File: src/rtl/action_pkg.sv
// Shared widths, FSM state type and the wrap-around next-code rule for the
// action decoder.
package action_pkg;

  localparam int CODE_W   = 3;
  localparam int ONEHOT_W = 8;

  typedef enum logic {
    IDLE  = 1'b0,
    TRACK = 1'b1
  } state_t;

  // Successor of c in the sequence 0..last, wrapping last -> 0.
  function automatic logic [CODE_W-1:0] next_code(input logic [CODE_W-1:0] c,
                                                  input logic [CODE_W-1:0] last);
    return (c == last) ? '0 : c + 1'b1;
  endfunction

endpackage

File: src/rtl/action_sync.sv
// Parameterized-width two-flop synchronizer; used for the ripple counter bus
// when ACTION_DECODER_SYNC_EN is defined.
module action_sync #(
  parameter int WIDTH = 3
) (
  input  logic             clk,
  input  logic             rst,
  input  logic [WIDTH-1:0] i_d,
  output logic [WIDTH-1:0] o_q
);

  logic [WIDTH-1:0] r_meta;
  logic [WIDTH-1:0] r_sync;

  always_ff @(posedge clk or posedge rst) begin
    if (rst) begin
      r_meta <= '0;
      r_sync <= '0;
    end else begin
      r_meta <= i_d;
      r_sync <= r_meta;
    end
  end

  assign o_q = r_sync;

endmodule

File: src/rtl/action_decoder.sv
// Action-code receiver: change detect, sequence tracking and a one-hot strobe
// over valid/ready. Define ACTION_DECODER_SYNC_EN to synchronize code_in first.
module action_decoder
  import action_pkg::*;
#(
  parameter int NUM_CODES = 4,
  parameter int ERR_CNT_W = 4
) (
  input  logic                 clk,
  input  logic                 rst,
  input  logic [CODE_W-1:0]    code_in,
  input  logic                 act_ready,
  input  logic                 clr_err,
  output logic                 act_valid,
  output logic [ONEHOT_W-1:0]  act_onehot,
  output logic                 seq_err,
  output logic [ERR_CNT_W-1:0] err_count
);

  localparam logic [CODE_W:0]      LP_NUM  = NUM_CODES[CODE_W:0];
  localparam logic [CODE_W-1:0]    LP_LAST = CODE_W'(NUM_CODES - 1);
  localparam logic [ERR_CNT_W-1:0] LP_MAX  = '1;
  localparam logic [ONEHOT_W-1:0]  LP_ONE  = ONEHOT_W'(1);

  logic [CODE_W-1:0] w_code;

`ifdef ACTION_DECODER_SYNC_EN
  action_sync #(.WIDTH(CODE_W)) u_sync (
    .clk (clk),
    .rst (rst),
    .i_d (code_in),
    .o_q (w_code)
  );
`else
  assign w_code = code_in;
`endif

  state_t            r_state;
  logic [CODE_W-1:0] r_prev;
  logic [CODE_W-1:0] r_exp;
  logic              r_first;

  logic w_event;
  logic w_legal;
  logic w_free;
  logic w_accept;
  logic w_err;

  // NOTE: every output of this block is given a default first, so no path
  // leaves one unassigned and no latch is inferred.
  always_comb begin
    w_event  = r_first || (w_code != r_prev);
    w_legal  = {1'b0, w_code} < LP_NUM;
    w_free   = !act_valid || act_ready;
    w_accept = 1'b0;
    w_err    = 1'b0;
    if (w_event) begin
      if (!w_legal || !w_free) begin
        w_err = 1'b1;
      end else begin
        w_accept = 1'b1;
        w_err    = (r_state == TRACK) && (w_code != r_exp);
      end
    end
  end

  // NOTE: all state is updated with non-blocking assignments so every register
  // sees the pre-edge values of the others, whatever the statement order.
  always_ff @(posedge clk or posedge rst) begin
    if (rst) begin
      r_state    <= IDLE;
      r_prev     <= '0;
      r_exp      <= '0;
      r_first    <= 1'b1;
      act_valid  <= 1'b0;
      act_onehot <= '0;
      seq_err    <= 1'b0;
      err_count  <= '0;
    end else begin
      r_prev  <= w_code;
      r_first <= 1'b0;

      // Out-of-range codes drop tracking even when the slot is busy.
      if (w_event && !w_legal) begin
        r_state <= IDLE;
      end else if (w_accept) begin
        r_state <= TRACK;
        r_exp   <= next_code(w_code, LP_LAST);
      end

      if (w_accept) begin
        act_valid  <= 1'b1;
        act_onehot <= LP_ONE << w_code;
      end else if (act_ready) begin
        act_valid  <= 1'b0;
      end

      if (w_err) begin
        seq_err   <= 1'b1;
        err_count <= clr_err ? ERR_CNT_W'(1)
                   : (err_count == LP_MAX) ? LP_MAX : err_count + 1'b1;
      end else if (clr_err) begin
        seq_err   <= 1'b0;
        err_count <= '0;
      end
    end
  end

endmodule

File: config.mk
export PLATFORM = sky130hd
export DESIGN_NAME = action_decoder
export DESIGN_NICKNAME = d
export VERILOG_FILES = /design/src/rtl/action_pkg.sv /design/src/rtl/action_sync.sv /design/src/rtl/action_decoder.sv
export SDC_FILE = /design/constraint.sdc
export NUM_CORES = 1
export LEC_CHECK = 0
export CAP_MARGIN = 20
export CORE_MARGIN = 10
export CORE_UTILIZATION = 40
export CTS_BUF_LIST = sky130_fd_sc_hd__clkbuf_8
export DETAILED_ROUTE_END_ITERATION = 12
export GPL_TIMING_DRIVEN = 0
export PLACE_DENSITY = 0.65
export SYNTH_ARGS = -nofsm -noshare
export SYNTH_HDL_FRONTEND = slang
export SYNTH_HIERARCHICAL = 1
export SYNTH_SLANG_ARGS = --single-unit
File: constraint.sdc
create_clock -name clk -period 2.83 [get_ports clk]
set_input_delay 0.566 -clock clk [delete_from_list [all_inputs] [get_ports clk]]
set_output_delay 0.566 -clock clk [all_outputs]
set_load 0.1 [all_outputs]
==> flow_summary.rst, run 1 <==
.. list-table::
   :header-rows: 1

   * - Metric
     - Value
   * - Highest net fanout along the worst path
     - 7
   * - Fmax
     - 412 MHz
   * - Starting Density
     - 42.8%
   * - Number of global-route vias before repair
     - 733
   * - Minimum setup slack among reg-to-reg paths
     - 1080 ps
   * - Residual overflow from global routing
     - 0
   * - Endpoint of the worst register-to-register path
     - act_onehot[3]
   * - Count of max-cap constraint violations
     - 0
   * - Power per cell area
     - 775 nW/um2
   * - Die boundary height
     - 69.1 um
   * - Ports
     - 21
   * - All-layer global routing usage
     - 7.91%
   * - RSZ-0062 raised after global routing
     - no
   * - Final wirelength
     - 1880 um
   * - Final weighted congestion in routability-driven placement
     - 0.736
   * - Clock Latency Late Sink
     - 260 ps
   * - TritonCTS clock tree
     - done
   * - Final-report hold violation count
     - 0
   * - Average size of a mapped cell
     - 12.1 um2
   * - Cell count after synthesis
     - 80
   * - Slowest cell on the critical path
     - sky130_fd_sc_hd__clkdlybuf4s50_1
   * - Leakage power
     - 0.615 nW
   * - Violation count after the first detailed-route iteration
     - 52
   * - Arrival time worst endpoint
     - 1860 ps
   * - # rows
     - 17
   * - Buffers inserted by post-CTS timing repair
     - 0
   * - Hold Crit Start
     - r_state
   * - Input/output buffers
     - 20
   * - Worst supply voltage drop on vdd
     - 0.000489 V
   * - Kind of cell adding the most delay to the critical path
     - buffers and inverters
   * - Top cell type by total area after synthesis
     - sky130_fd_sc_hd__dfrtp_1
   * - Class of the worst hold path
     - reg -> reg
   * - Count of inserted antenna diode cells
     - 0
   * - Post-route DRC violation count
     - 0
   * - Stage delay of the slowest cell on the critical path
     - 1170 ps
   * - End point of the worst hold path
     - r_state
   * - First-pass GRT wire length
     - 3290 um
   * - Critical Path End Type
     - output port
   * - Post-Route Skew
     - 4.64 ps
   * - Count of final max-slew check failures
     - 0
   * - Clk buf depth
     - 2
   * - Power Total
     - 987 uW
   * - Minimum clock period
     - 2430 ps
   * - Worst slew slack as a fraction of its limit
     - 34.0%
   * - Sinks on Clock Net
     - 22
   * - Fraction of the yosys area taken by sequential cells
     - 57.1%
   * - Total of cells resized after clock tree synthesis
     - 0
   * - CTS buffer count
     - 3
   * - Synthesis-stage register bit count
     - 22
   * - Final net count
     - 117
   * - Number of distinct library cells after synthesis
     - 24
   * - Number of antenna violations at the first check in global routing
     - 0
   * - Average routed wire per standard cell
     - 14.3 um
   * - Transition time at the pin with the least slew margin
     - 988 ps
   * - Total Neg Setup Slack
     - 0 ps
   * - Min-Delay Path Depth
     - 2
   * - Proportion of layout cells with a drive suffix above 1
     - 14.4%
   * - Final Cycle Share
     - 85.8%
   * - Count of antenna-violating nets left after detailed routing
     - 0
   * - Final setup violation count
     - 0
   * - Pin count of the biggest net entering global routing
     - 23
   * - Iteration count of the initial detailed-routing pass
     - 4
   * - Post-CTS Hold Fix Bufs
     - 0
   * - Data required time of the critical path
     - 2260 ps
   * - Core Box Area
     - 2250 um2
   * - Cells traversed along the worst timing path
     - clkdlybuf4s50_1
   * - Via density per instance
     - 4.88
   * - Clock slew seen by the registers of the worst setup and hold paths
     - 80 ps
   * - CTS root buf
     - sky130_fd_sc_hd__clkbuf_8
   * - Deepest level of the CTS H-tree
     - 1
   * - Area growth from synthesis to layout
     - 31.7%
   * - Status
     - finished, final reports clean
   * - Die area
     - 4780 um2
   * - Critical path class
     - reg -> out
   * - Total buffers and inverters traversed by the critical path
     - 1
   * - Startpoint type of the worst setup path
     - register
   * - Worst flop-to-flop path startpoint
     - r_prev[2]
   * - Yosys warning total
     - 6
   * - Biggest area contributors in the synthesized netlist
     - sky130_fd_sc_hd__dfrtp_1, sky130_fd_sc_hd__ha_1, sky130_fd_sc_hd__mux2_2
   * - Yosys top cell area share
     - 54.4%
   * - Die boundary width
     - 69.1 um
   * - Cells on worst reg2reg path
     - 4
   * - Post-synthesis cell area
     - 966 um2
   * - Detailed placer's ending HPWL
     - 1410 um
   * - Number of vias in the routed layout
     - 644
   * - Number of nets in the synthesized netlist
     - 92
## where the power goes
group	total, mW	switching [mW]	internal [mW]
clock network	0.290	0.101	0.189
logic	0.325	0.238	0.0871
registers	0.372	0.0247	0.347
## layer usage
metal | wire (um) | vias up | track usage, %
met5 | 0 | - | 0
met4 | 27 | 0 | 2.66
met3 | 123 | 4 | 3.14
met2 | 914 | 18 | 13.9
met1 | 817 | 307 | 8.31
li1 | - | 315 | -
## worst max path at each step
stage,from,cells past startpoint,endpoint,slack (ps)
after global routing,err_count[2],1,err_count[2],320
after global placement,code_in[1],5,act_onehot[0],280
after CTS,err_count[2],1,err_count[2],390
after floorplan,act_valid,3,act_onehot[0],960
after detailed placement,code_in[1],5,act_onehot[2],260
final,err_count[2],1,err_count[2],400
## synthesized netlist by cell type
master and count:
sky130_fd_sc_hd__ha_1 5, sky130_fd_sc_hd__and2b_2 1, sky130_fd_sc_hd__and2_1 5, sky130_fd_sc_hd__o31ai_1 3, sky130_fd_sc_hd__and3_1 1, sky130_fd_sc_hd__o21ai_0 1, sky130_fd_sc_hd__or4_4 1, sky130_fd_sc_hd__a21boi_4 1
sky130_fd_sc_hd__nor2_1 2, sky130_fd_sc_hd__nor3_2 1, sky130_fd_sc_hd__dfstp_2 1, sky130_fd_sc_hd__a31oi_1 2, sky130_fd_sc_hd__xor2_1 5, sky130_fd_sc_hd__a41o_1 1, sky130_fd_sc_hd__and4b_1 1, sky130_fd_sc_hd__nand2_1 8
sky130_fd_sc_hd__a21oi_1 5, sky130_fd_sc_hd__buf_4 1, sky130_fd_sc_hd__inv_1 7, sky130_fd_sc_hd__conb_1 1, sky130_fd_sc_hd__a211oi_1 1, sky130_fd_sc_hd__dfrtp_1 21, sky130_fd_sc_hd__mux2_2 4, sky130_fd_sc_hd__a21o_2 1
## layout make-up
type,instances,area [um2]
timing repair buffer,20,200
fill,196,982
inverter,7,26.3
clock inverter,1,30.0
sequential,22,552
multi-input combinational,50,380
tap,28,35.0
buffer,1,7.51
clock buffer,3,41.3
## cells by family after synthesis
family                     count (synthesis)  synth area share, %
other                                      1                0.388
adders and majority gates                  5                 6.48
xor gates and xnor gates                   5                 4.53
DFF                                       22                 57.1
muxes                                      4                 4.66
buffers and inverters                      8                 3.50
and+or+nand+nor                           20                 11.9
AOI/OAI and AO/OA                         15                 11.4
## flip-flops by register name (all words and copies together), names as in the netlist
name        cells
act_onehot      8
err_count       4
r_exp           3
r_prev          3
act_valid       1
r_first         1
r_state         1
seq_err         1
## through the flow
stage	utilization (%)	cells	hold slack (ps)	area, um2	setup slack (ps)
floorplan	-	80	444	966	959
global route	56.4	132	511	1270	323
detailed placement	53.3	128	465	1200	258
CTS	56.4	132	485	1270	395
finish	56.4	132	478	1270	401
global placement	53.3	128	464	1200	282
## cells in the final DEF (no fill, tap or decap), types with 2 or more instances in the layout
master	n
sky130_fd_sc_hd__dfrtp_1	21
sky130_fd_sc_hd__mux2_2	4
sky130_fd_sc_hd__a31oi_1	2
sky130_fd_sc_hd__ha_1	5
sky130_fd_sc_hd__clkbuf_8	3
sky130_fd_sc_hd__inv_1	7
sky130_fd_sc_hd__o31ai_1	3
sky130_fd_sc_hd__nand2_1	8
sky130_fd_sc_hd__xor2_1	5
sky130_fd_sc_hd__nor2_1	2
sky130_fd_sc_hd__and2_1	5
sky130_fd_sc_hd__clkdlybuf4s50_1	20
sky130_fd_sc_hd__a21oi_1	5
(Power assumes the default switching activity.)
==> run 2: changes to the inputs <==
- MAX_ROUTING_LAYER: default -> met4
==> flow_summary.rst, run 2 (same netlist as run 1, synthesis figures left out) <==
.. list-table::
   :header-rows: 1

   * - Metric
     - Value
   * - Final wirelength
     - 1880 um (unchanged)
   * - Ports
     - 21 (unchanged)
   * - Number of inserted filler cells in the final layout
     - 196 (unchanged)
   * - Minimum setup slack among reg-to-reg paths
     - 1070 ps (about the same)
   * - Count of final max-slew check failures
     - 0 (unchanged)
   * - Violation count after the first detailed-route iteration
     - 52 (unchanged)
   * - Critical path class
     - reg -> out
   * - Clock slew seen by the registers of the worst setup and hold paths
     - 80 ps (about the same)
   * - Pin count of the biggest net entering global routing
     - 23 (unchanged)
   * - Proportion of layout cells with a drive suffix above 1
     - 14.4% (unchanged)
   * - Final weighted congestion in routability-driven placement
     - 0.745 (+1.2%)
   * - Post-route DRC violation count
     - 0 (unchanged)
   * - Iteration count of the initial detailed-routing pass
     - 4 (unchanged)
   * - Count of antenna-violating nets left after detailed routing
     - 0 (unchanged)
   * - Worst flop-to-flop path startpoint
     - r_prev[2]
   * - Endpoint of the worst register-to-register path
     - act_onehot[3]
   * - Flip-flop count of the largest register, all copies and words added
     - 8 (unchanged)
   * - Busiest metal layer after global routing
     - met2
   * - Minimum clock period
     - 2430 ps (-0.0280 ps)
   * - Number of vias in the routed layout
     - 644 (unchanged)
   * - Area growth from synthesis to layout
     - 31.7% (unchanged)
   * - Count of max-cap constraint violations
     - 0 (unchanged)
   * - Average routed wire per standard cell
     - 14.3 um (unchanged)
   * - Switching component of the power
     - 364 uW (about the same)
   * - Arrival time worst endpoint
     - 1860 ps (about the same)
   * - Starting Density
     - 42.8% (unchanged)
   * - Cell internal pwr
     - 623 uW (about the same)
   * - Clk buf depth
     - 2 (unchanged)
   * - Post-Route Skew
     - 4.62 ps (-0.0132 ps)
   * - Leakage power
     - 0.615 nW (unchanged)
   * - Final net count
     - 117 (unchanged)
   * - Dpl cells
     - 128 (unchanged)
   * - Hold Crit Start
     - r_state
   * - Via density per instance
     - 4.88 (unchanged)
   * - Core Box Area
     - 2250 um2 (unchanged)
   * - Die boundary height
     - 69.1 um (unchanged)
   * - Global Route met2 Usage
     - 13.9% (unchanged)
   * - All-layer global routing usage
     - 8.13% (+0.21 points)
   * - Die boundary width
     - 69.1 um (unchanged)
   * - Reg area
     - 552 um2 (unchanged)
   * - Status
     - finished, final reports clean
   * - Power per cell area
     - 775 nW/um2 (about the same)
   * - Most frequent standard cell in the layout excluding fill and tap cells
     - sky130_fd_sc_hd__dfrtp_1
   * - Most flops, register
     - act_onehot
   * - Min-Delay Path Depth
     - 2 (unchanged)
   * - Cells traversed along the worst timing path
     - clkdlybuf4s50_1
   * - Global routing usage on met3
     - 2.85% (-0.29 points)
   * - Clock network fraction of total power
     - 29.4% (about the same)
   * - Total buffers and inverters traversed by the critical path
     - 1 (unchanged)
   * - Total Neg Setup Slack
     - 0 ps (unchanged)
   * - Number of antenna violations at the first check in global routing
     - 0 (unchanged)
   * - Input/output buffers
     - 20 (unchanged)
   * - Count of inserted antenna diode cells
     - 0 (unchanged)
   * - Stage delay of the slowest cell on the critical path
     - 1170 ps (about the same)
   * - Net Sw Frac
     - 36.8% (about the same)
   * - Kind of cell adding the most delay to the critical path
     - buffers and inverters
   * - End point of the worst hold path
     - r_state
   * - Final-report hold violation count
     - 0 (unchanged)
   * - Residual overflow from global routing
     - 0 (unchanged)
   * - Largest regs
     - act_onehot: 8 flops, err_count: 4 flops
   * - Post-CTS Hold Fix Bufs
     - 0 (unchanged)
   * - Cells on worst reg2reg path
     - 4 (unchanged)
   * - Total of cells resized after clock tree synthesis
     - 0 (unchanged)
   * - Most used cells in the layout excluding fill and tap cells
     - sky130_fd_sc_hd__dfrtp_1, sky130_fd_sc_hd__clkdlybuf4s50_1, sky130_fd_sc_hd__nand2_1, sky130_fd_sc_hd__inv_1
   * - Final setup violation count
     - 0 (unchanged)
   * - Data required time of the critical path
     - 2260 ps (about the same)
   * - RSZ-0062 raised after global routing
     - no
   * - Critical Path End Type
     - output port
   * - Worst slew slack as a fraction of its limit
     - 34.0% (about the same)
   * - Worst supply voltage drop on vdd
     - 0.000488 V (about the same)
   * - Die area
     - 4780 um2 (unchanged)
   * - Deepest level of the CTS H-tree
     - 1 (unchanged)
   * - Final Cycle Share
     - 85.8% (about the same)
   * - Transition time at the pin with the least slew margin
     - 987 ps (-0.197 ps)
   * - Slowest cell on the critical path
     - sky130_fd_sc_hd__clkdlybuf4s50_1
   * - Part of the power in registers
     - 37.7% (about the same)
   * - Combinational share of power
     - 32.9% (about the same)
   * - Clock Latency Late Sink
     - 260 ps (about the same)
   * - Class of the worst hold path
     - reg -> reg
   * - Highest net fanout along the worst path
     - 7 (unchanged)
   * - Sinks on Clock Net
     - 22 (unchanged)
   * - Buffers inserted by post-CTS timing repair
     - 0 (unchanged)
   * - Area of the multi-input gates
     - 380 um2 (unchanged)
   * - CTS buffer count
     - 3 (unchanged)
   * - CTS root buf
     - sky130_fd_sc_hd__clkbuf_8
   * - First-pass GRT wire length
     - 3290 um (unchanged)
   * - Detailed placer's ending HPWL
     - 1410 um (unchanged)
   * - Number of global-route vias before repair
     - 733 (unchanged)
   * - Fmax
     - 412 MHz (about the same)
   * - # rows
     - 17 (unchanged)
   * - TritonCTS clock tree
     - done
   * - Routing usage on met1
     - 8.47% (+0.16 points)
   * - Startpoint type of the worst setup path
     - register
   * - Finished Layout Cells
     - 132 (unchanged)
-- run 2: cell counts in the layout (fill, tap and decap cells not counted) --
No cell type changed its count.
-- run 2: worst max-delay path by stage --
stage / start / endpoint / cells past startpoint
after global placement: code_in[1] / act_onehot[0] / 5
after CTS: err_count[2] / err_count[2] / 1
after global routing: err_count[2] / err_count[2] / 1
final: err_count[2] / err_count[2] / 1
after floorplan: act_valid / act_onehot[0] / 3
after detailed placement: code_in[1] / act_onehot[2] / 5
-- run 2: area by class of cell --
type                            instances  share of cell area [%]
Buffer                                  1                   0.590
Clock buffer                            3                    3.24
Clock inverter                          1                    2.36
Inverter                                7                    2.06
Multi-Input combinational cell         50                    29.9
Sequential cell                        22                    43.4
Tap cell                               28                    2.75
Timing Repair Buffer                   20                    15.7
-- run 2: per-layer routing --
layer  vias up  share of wire [%]
li1        315                  -
met3         4                5.7
met5         -                  0
met1       307                 44
met4         0                1.4
met2        18                 49
-- run 2: power groups by stage --
stage	logic [mW]	registers, mW	clock network (mW)
2_1_floorplan	0.0811	0.542	0
3_3_place_gp	0.325	0.377	0
3_5_place_dp	0.328	0.379	0
4_1_cts	0.329	0.373	0.292
5_1_grt	0.348	0.377	0.306
6_report	0.325	0.372	0.290
-- run 2: stage by stage --
step / util [%] / power (mW) / area [um2] / worst slack (ps) / hold slack (ps)
after detailed placement: 53.3 / 0.707 / 1200 / 258 / 465
after CTS: 56.4 / 0.994 / 1270 / 395 / 485
after global routing: 56.4 / 1.03 / 1270 / 323 / 511
final: 56.4 / 0.987 / 1270 / 401 / 478
after floorplan: - / 0.623 / 966 / 959 / 444
after global placement: 53.3 / 0.702 / 1200 / 282 / 464
==> run 3: changes to the inputs <==
- CAP_MARGIN: 20 -> 40
==> flow_summary.rst, run 3 (same netlist as run 1, synthesis figures left out) <==
.. list-table::
   :header-rows: 1

   * - Metric
     - Value
   * - Status
     - finished, final reports clean
   * - Slowest cell on the critical path
     - sky130_fd_sc_hd__clkdlybuf4s50_1
   * - # rows
     - 17 (unchanged)
   * - Clk buf depth
     - 2 (unchanged)
   * - All-layer global routing usage
     - 8.98% (+0.85 points)
   * - Stage delay of the slowest cell on the critical path
     - 530 ps (-640 ps)
   * - Number of global-route vias before repair
     - 753 (+2.7%)
   * - Pin count of the biggest net entering global routing
     - 14 (-39%)
   * - Die boundary height
     - 69.1 um (unchanged)
   * - Most frequent standard cell in the layout excluding fill and tap cells
     - sky130_fd_sc_hd__dfrtp_1
   * - Proportion of layout cells with a drive suffix above 1
     - 25.2% (+11 points)
   * - Violation count after the first detailed-route iteration
     - 48 (-7.7%)
   * - Uppermost layer routed
     - met4
   * - CTS root buf
     - sky130_fd_sc_hd__clkbuf_8
   * - Count of inserted antenna diode cells
     - 0 (unchanged)
   * - Area of the multi-input gates
     - 380 um2 (unchanged)
   * - Fmax
     - 441 MHz (+7.1%)
   * - Worst supply voltage drop on vdd
     - 0.000387 V (-21%)
   * - Wire length on met2
     - 943 um (+3.2%)
   * - RSZ-0062 raised after global routing
     - no
   * - Cells traversed along the worst timing path
     - clkdlybuf4s50_1 > xor2_1 > or4_4 > nand2_1 > mux2_2
   * - Met3 Routed Length
     - 107 um (-0.93%)
   * - Final setup violation count
     - 0 (unchanged)
   * - Most flops, register
     - act_onehot
   * - Average routed wire per standard cell
     - 12.9 um (-9.5%)
   * - Kind of cell adding the most delay to the critical path
     - simple AND/OR/NAND/NOR gates
   * - Final-report hold violation count
     - 0 (unchanged)
   * - Leakage power
     - 0.722 nW (+17%)
   * - Via density per instance
     - 4.75 (-2.7%)
   * - Count of antenna-violating nets left after detailed routing
     - 0 (unchanged)
   * - Die area
     - 4780 um2 (unchanged)
   * - Ports
     - 21 (unchanged)
   * - Final wirelength
     - 1900 um (+0.80%)
   * - Deepest level of the CTS H-tree
     - 1 (unchanged)
   * - Power per cell area
     - 672 nW/um2 (-13%)
   * - Startpoint type of the worst setup path
     - input port
   * - Largest regs
     - act_onehot: 8 flops, err_count: 4 flops
   * - Number of inserted filler cells in the final layout
     - 177 (-9.7%)
   * - Total Neg Setup Slack
     - 0 ps (unchanged)
   * - Critical path class
     - in -> reg
   * - Post-route DRC violation count
     - 0 (unchanged)
   * - Clock slew seen by the registers of the worst setup and hold paths
     - 80 ps (about the same)
   * - First-pass GRT wire length
     - 3530 um (+7.1%)
   * - Reg area
     - 552 um2 (unchanged)
   * - Post-CTS Hold Fix Bufs
     - 0 (unchanged)
   * - Iteration count of the initial detailed-routing pass
     - 4 (unchanged)
   * - Length of routed wiring on met1
     - 816 um (-1.8%)
   * - Input/output buffers
     - 20 (unchanged)
   * - Final Hold Slack
     - 477 ps (-0.834 ps)
   * - TritonCTS clock tree
     - done
   * - Final Cycle Share
     - 80.1% (-5.7 points)
   * - Most used cells in the layout excluding fill and tap cells
     - sky130_fd_sc_hd__dfrtp_1, sky130_fd_sc_hd__clkdlybuf4s50_1, sky130_fd_sc_hd__buf_8, sky130_fd_sc_hd__nand2_1, sky130_fd_sc_hd__inv_1
   * - Core Box Area
     - 2250 um2 (unchanged)
   * - Data required time of the critical path
     - 2980 ps (+720 ps)
   * - Post-Route Skew
     - 3.66 ps (-0.958 ps)
   * - Highest net fanout along the worst path
     - 6 (-1)
   * - Starting Density
     - 42.8% (unchanged)
   * - Area growth from synthesis to layout
     - 54.7%
   * - Clock Latency Late Sink
     - 260 ps (about the same)
   * - Sinks on Clock Net
     - 22 (unchanged)
   * - Total of cells resized after clock tree synthesis
     - 0 (unchanged)
   * - Minimum clock period
     - 2270 ps (-161 ps)
   * - Final weighted congestion in routability-driven placement
     - 0.745 (unchanged)
   * - Critical Path End Type
     - register
   * - Buffers inserted by post-CTS timing repair
     - 0 (unchanged)
   * - Detailed placer's ending HPWL
     - 1510 um (+7.1%)
   * - Count of max-cap constraint violations
     - 0 (unchanged)
   * - Number of antenna violations at the first check in global routing
     - 0 (unchanged)
   * - Arrival time worst endpoint
     - 2420 ps (+560 ps)
   * - Class of the worst hold path
     - reg -> reg
   * - Number of vias in the routed layout
     - 698 (+8.4%)
   * - Residual overflow from global routing
     - 0 (unchanged)
   * - Count of final max-slew check failures
     - 0 (unchanged)
   * - CTS buffer count
     - 3 (unchanged)
   * - Final net count
     - 132 (+13%)
   * - Flip-flop count of the largest register, all copies and words added
     - 8 (unchanged)
   * - Total buffers and inverters traversed by the critical path
     - 1 (unchanged)
   * - Die boundary width
     - 69.1 um (unchanged)
## run 3: changes by cell type in the layout (fill, tap and decap cells not counted), sizes merged
cell	delta
clkbuf	+1
buf	+15
bufinv	-1
## run 3: metrics by stage
step / util, % / power (mW) / cell area [um2] / std cells / setup slack (ps)
3_3_place_gp: 53.3 / 0.702 / 1200 / 128 / 282
3_5_place_dp: 63.8 / 0.790 / 1440 / 143 / 257
2_1_floorplan: - / 0.623 / 966 / 80 / 959
5_1_grt: 66.3 / 1.06 / 1490 / 147 / 510
6_report: 66.3 / 1.00 / 1490 / 147 / 562
4_1_cts: 66.3 / 1.01 / 1490 / 147 / 530
## run 3: per-layer routing
metal  global-route usage, %  vias to the layer above
met4                    3.99                        0
li1                        -                      347
met1                    9.43                      332
met2                    14.2                       17
met3                    3.99                        2
met5                       -                        -
## run 3: area by class of cell
| type | instances | area share (%) |
|---|---|---|
| clock buffer | 4 | 3.69 |
| multi-input combinational | 50 | 25.5 |
| buffer | 1 | 0.503 |
| tap | 28 | 2.35 |
| inverter | 7 | 1.76 |
| timing repair buffer | 35 | 29.3 |
| sequential | 22 | 36.9 |
## run 3: tightest hold or removal path, delay by kind of cell (launching register included)
family / cells / cell delay, ps
simple gates: 2 / 100
flops: 1 / 350
## run 3: worst paths after layout
check	startpoint	end	slack [ps]	cells after the start
hold / removal	r_state	r_state	480	2
setup reg to reg	r_prev[2]	act_onehot[0]	1070	4
min in group asynchronous	rst	act_onehot[2]	590	2
max in group asynchronous	rst	act_onehot[4]	1810	3
hold reg to reg	r_state	r_state	480	2
setup / recovery	code_in[1]	act_onehot[0]	560	5
## run 3: report_power, final
| group | leakage [nW] | switching [mW] | internal (mW) |
|---|---|---|---|
| Clock | 0.0288 | 0.0999 | 0.124 |
| Sequential | 0.276 | 0.0249 | 0.347 |
| Combinational | 0.418 | 0.253 | 0.155 |
| Total | 0.722 | 0.377 | 0.627 |
